[src/rtl/mux_scan_sequencer_if.sv]
// Bus between the scan sequencer (master) and the mux/consumer side (slave).
// Word handshake: a transfer happens on every rising edge where word_valid and
// word_ready are both high; word_valid never falls without a transfer and word
// holds steady while valid unless a new scan completes on top of it.
interface mux_scan_sequencer_if;
  logic       start;
  logic       cont;
  logic       mux_out;
  logic [2:0] sel;
  logic       busy;
  logic [7:0] word;
  logic       word_valid;
  logic       word_ready;
  logic       overrun;

  modport master (
    input  start, cont, mux_out, word_ready,
    output sel, busy, word, word_valid, overrun
  );

  modport slave (
    output start, cont, mux_out, word_ready,
    input  sel, busy, word, word_valid, overrun
  );
endinterface

[src/rtl/mux_scan_sequencer.sv]
// Steps the select of an external 8:1 mux, samples each channel after a settle
// delay and delivers the eight samples as one word over a valid/ready handshake.
module mux_scan_sequencer #(
  parameter int SETTLE_CYCLES = 2
) (
  input  logic              clk,
  input  logic              reset,
  mux_scan_sequencer_if.master bus,
  output logic              o_dbg_state
);

  typedef enum logic {
    ST_IDLE = 1'b0,
    ST_SCAN = 1'b1
  } state_t;

  localparam logic [3:0] SETTLE = 4'(SETTLE_CYCLES);

  state_t     r_state;
  state_t     w_next_state;
  logic [2:0] r_sel;
  logic [3:0] r_cnt;
  logic [6:0] r_shadow;
  logic [7:0] r_word;
  logic       r_word_valid;
  logic       r_overrun;

  logic       w_tick;
  logic       w_complete;
  logic       w_transfer;

  always_comb begin
    w_next_state = r_state;
    w_tick       = 1'b0;
    w_complete   = 1'b0;
    case (r_state)
      ST_IDLE: begin
        if (bus.start) w_next_state = ST_SCAN;
      end
      ST_SCAN: begin
        w_tick     = (r_cnt == 4'd0);
        w_complete = w_tick && (r_sel == 3'd7);
        if (w_complete && !bus.cont) w_next_state = ST_IDLE;
      end
      default: w_next_state = ST_IDLE;
    endcase
  end

  assign w_transfer = r_word_valid & bus.word_ready;

  always_ff @(posedge clk or posedge reset) begin
    if (reset) r_state <= ST_IDLE;
    else       r_state <= w_next_state;
  end

  always_ff @(posedge clk or posedge reset) begin
    if (reset) begin
      r_sel        <= 3'd0;
      r_cnt        <= 4'd0;
      r_shadow     <= 7'd0;
      r_word       <= 8'h00;
      r_word_valid <= 1'b0;
      r_overrun    <= 1'b0;
    end else begin
      if (r_state == ST_IDLE) begin
        if (bus.start) begin
          r_sel <= 3'd0;
          r_cnt <= SETTLE;
        end
      end else if (!w_tick) begin
        r_cnt <= r_cnt - 4'd1;
      end else if (!w_complete) begin
        for (int k = 0; k < 7; k++) begin
          if (r_sel == 3'(k)) r_shadow[k] <= bus.mux_out;
        end
        r_sel <= r_sel + 3'd1;
        r_cnt <= SETTLE;
      end else begin
        // Reload the counter even when returning to IDLE; it is unused there.
        r_sel <= 3'd0;
        r_cnt <= SETTLE;
      end

      if (w_complete) begin
        r_word       <= {bus.mux_out, r_shadow};
        r_word_valid <= 1'b1;
        if (r_word_valid && !bus.word_ready) r_overrun <= 1'b1;
      end else if (w_transfer) begin
        r_word_valid <= 1'b0;
      end
    end
  end

  assign bus.sel        = r_sel;
  assign bus.busy       = (r_state == ST_SCAN);
  assign bus.word       = r_word;
  assign bus.word_valid = r_word_valid;
  assign bus.overrun    = r_overrun;
  assign o_dbg_state    = (r_state == ST_SCAN);

endmodule

[src/flat_wrapper.sv]
// flat-port wrapper written by rule: the top's interface ports become plain ports
module mux_scan_sequencer_flat 
#(
  parameter int SETTLE_CYCLES = 2
)
  (clk, reset, o_dbg_state, bus_start, bus_cont, bus_mux_out, bus_word_ready, bus_sel, bus_busy, bus_word, bus_word_valid, bus_overrun);
  mux_scan_sequencer_if bus_i ();
  input  logic clk;
  input  logic reset;
  output logic o_dbg_state;
  input wire logic [$bits(bus_i.start)-1:0] bus_start;
  input wire logic [$bits(bus_i.cont)-1:0] bus_cont;
  input wire logic [$bits(bus_i.mux_out)-1:0] bus_mux_out;
  input wire logic [$bits(bus_i.word_ready)-1:0] bus_word_ready;
  output wire logic [$bits(bus_i.sel)-1:0] bus_sel;
  output wire logic [$bits(bus_i.busy)-1:0] bus_busy;
  output wire logic [$bits(bus_i.word)-1:0] bus_word;
  output wire logic [$bits(bus_i.word_valid)-1:0] bus_word_valid;
  output wire logic [$bits(bus_i.overrun)-1:0] bus_overrun;
  assign bus_i.start = bus_start;
  assign bus_i.cont = bus_cont;
  assign bus_i.mux_out = bus_mux_out;
  assign bus_i.word_ready = bus_word_ready;
  assign bus_sel = bus_i.sel;
  assign bus_busy = bus_i.busy;
  assign bus_word = bus_i.word;
  assign bus_word_valid = bus_i.word_valid;
  assign bus_overrun = bus_i.overrun;
  mux_scan_sequencer #(.SETTLE_CYCLES(SETTLE_CYCLES)) u_core (.clk(clk), .reset(reset), .bus(bus_i), .o_dbg_state(o_dbg_state));
endmodule
[config.mk]
export PLATFORM = sky130hd
export DESIGN_NAME = mux_scan_sequencer_flat
export DESIGN_NICKNAME = d
export VERILOG_FILES = /design/src/rtl/mux_scan_sequencer_if.sv /design/src/rtl/mux_scan_sequencer.sv /design/src/flat_wrapper.sv
export SDC_FILE = /design/constraint.sdc
export NUM_CORES = 1
export LEC_CHECK = 0
export ABC_AREA = 0
export BUFFER_PORTS_ARGS = -buffer_cell sky130_fd_sc_hd__clkbuf_2
export CORE_MARGIN = 5
export CORE_UTILIZATION = 45
export CTS_BUF_LIST = sky130_fd_sc_hd__clkbuf_4 sky130_fd_sc_hd__clkbuf_8
export DETAILED_ROUTE_END_ITERATION = 10
export PLACE_DENSITY = 0.79
export SYNTH_ARGS = -nofsm -noshare
export SYNTH_HDL_FRONTEND = slang
export SYNTH_SLANG_ARGS = --single-unit
export TNS_END_PERCENT = 30
[constraint.sdc]
create_clock -name clk -period 2.4 [get_ports clk]
set_clock_uncertainty 0.05 [all_clocks]
set_input_delay 0.24 -clock clk [delete_from_list [all_inputs] [get_ports clk]]
set_output_delay 0.24 -clock clk [all_outputs]
set_load 0.01 [all_outputs]
==> impl_metrics.toml <==
[outcome]
status = "complete, no violations"

[clock_network]
cts.hold.buffers_added = 0
cts.clk_slew.worst_paths_ns = 0.13
clkSinkCount = 25
cts_buffers = 3
cts_buffer_depth = 2
cts_tree = "yes"
ctsResizeCount = 0
clk-insertion-delay-late_ns = 0.31
htreeDepth = 1
root_buffer = "clkbuf_4"
post_cts_buffers = 0

[drt]
drtAntennaViolNets = 0
wirelength_mm = 1.95
wl_per_cell_um = 13.4
vias = 762
drtIter0Drc = 15
vias_per_cell = 5.22
highest_layer = "met4"
firstDrtPassIters = 4
wl_met2_um = 947
wl_met1_um = 871
dr_wl_met3_um = 114
remaining_drc_errors = 0

[worst_setup_path]
cp_max_fo = 11
crit_required_ns = 2.56
r2r-end = "u_core.bus.word[1]"
rrSetupSlack_ns = 0.40
worstPathArrival_ns = 2.16
worstSetupEndpointType = "register"
reg2reg_depth = 5
crit_type = "reg -> reg"
startpoint_type = "register"
r2r-start = "u_core.r_cnt[0]"

[sta]
tns_ns = 0
tightestPinTransition_ns = 0.920
setup_slack_ns = 0.398
period_share = 0.834
rsz0062_at_grt = "false"
setup_viol = 0
max_freq_mhz = 499
period_needed_ns = 2.00
relSlewSlack = 0.386
hold_viol_final = 0
slew_violations = 0

[grt]
grt_max_degree = 26
grt_overflow = 0
grtUsageTotal = 0.123
antenna_found_initial = 0
grt_pass1_vias = 805
grt_pass1_wl_mm = 3.42

[placement]
dpl.hpwl_mm = 1.50
preCtsSetupSlack_ns = 0.407
gp_congestion = 0.788
port_buffers = 20

[synthesis]
ys.flop_type = "dfrtp_1"
synth_nets = 109
seq_area_frac_synth = 0.538
yosysTopAreaCell = "dfrtp_1"
syn_inst = 96
synth_edf_count = 0
synth_most_common_cell = "dfrtp_1"
yosys_warnings = 0
synth-seq-cells = 25
yosysTopAreaCellShare = 0.538
ys_top_cells_by_area = "dfrtp_1 (54%), mux2_2 (7.8%), ha_1 (7.5%)"
avgSynthCellArea_sq_um = 12.1
synth_cell_types = 24
synth_common_cells = "dfrtp_1 (25), nand3_1 (9), mux2_2 (8), ha_1 (7), mux2_1 (7)"
netlist_area_sq_um = 1160
synthArstFlopShare = 1.00

[layout]
areaGrowthSynthToFinish_pct = 11.8
diodes = 0
final_nets = 130
final_util = 0.525
drive_above_1_share = 0.276

[die]
die_area_sq_um = 3700
start_util = 0.469
ios = 21
coreArea_sq_um = 2480
die_y_um = 60.8
die_x_um = 60.8
rows = 18

[power_and_ir_drop]
p_leak_nw = 0.637
ir_worst_vdd_mv = 0.637
p_per_area_nw_per_um2 = 1130

[run]
cap_violations = 0

[worst_hold_path]
min_path_type = "in -> async"
==> layer usage <==
layer  global-route usage  vias to the layer above
met5                    0                        -
met4               0.0341                        0
met3               0.0362                        4
met2                0.209                       20
met1                0.152                      363
li1                     -                      375
==> power breakdown <==
group	internal [mW]	switching (mW)
sequential	0.607	0.128
clock	0.0635	0.123
combinational	0.271	0.281
total	0.941	0.532
==> final cells by class <==
| class | instances | area (sq um) |
|---|---|---|
| clock inverter | 1 | 7.51 |
| multi-input combinational | 61 | 484 |
| timing repair buffer | 20 | 100 |
| fill | 222 | 1180 |
| inverter | 6 | 22.5 |
| clock buffer | 3 | 22.5 |
| sequential | 25 | 626 |
| tap | 30 | 37.5 |
==> cell families after synthesis <==
family / count (synthesis) / synth area share
buf+inv: 10 / 0.0452
fa+ha+maj: 7 / 0.0753
simple gates: 29 / 0.141
flops: 25 / 0.538
mux: 15 / 0.145
compound gates: 10 / 0.0549
==> registers in the layout, summed over array words and instances, names as in the netlist <==
register               count
u_core.bus.busy            1
u_core.bus.overrun         1
u_core.bus.sel             3
u_core.bus.word            8
u_core.bus.word_valid      1
u_core.r_cnt               4
u_core.r_shadow            7
==> worst max-delay path, stage by stage, from the launching register on <==
cell	delay (ns)
dfrtp_1	0.43
inv_1	0.07
ha_1	0.20
and4bb_1	0.39
nand2_1	0.35
mux2_1	0.42
==> placed cells by master, fill, tap and decap left out, types with 2 or more instances in the layout <==
master / n
nand3b_1: 2
nand3_1: 9
o31ai_1: 2
inv_1: 6
mux2_1: 7
dfrtp_1: 25
mux2_2: 8
ha_1: 7
clkbuf_2: 20
nor3_1: 2
nand2b_1: 3
o21ai_0: 4
nor2_1: 2
nand2_1: 6
nor2b_1: 2
clkbuf_4: 3
==> worst max-delay path by stage <==
stage / startpoint / endpoint / slack, ns / cells after the start
after floorplan: u_core.r_cnt[0] / u_core.bus.word[0] / 0.72 / 7
after global placement: u_core.r_cnt[0] / u_core.bus.word[2] / 0.49 / 5
after detailed placement: u_core.r_cnt[0] / u_core.bus.word[7] / 0.41 / 5
after CTS: u_core.r_cnt[0] / u_core.bus.word[7] / 0.39 / 5
after global routing: u_core.r_cnt[1] / u_core.bus.word[4] / 0.25 / 5
final: u_core.r_cnt[0] / u_core.bus.word[1] / 0.40 / 5
==> metrics by stage <==
stage	hold WS, ns	cell area [sq um]	instances	power, mW
after global routing	0.112	1300	146	1.61
after detailed placement	0.414	1270	142	1.31
after floorplan	0.217	1160	96	1.11
after CTS	0.0656	1300	146	1.50
final	0.0365	1300	146	1.47
after global placement	0.398	1270	142	1.26
Note: power is estimated with default switching activity, not from simulation.
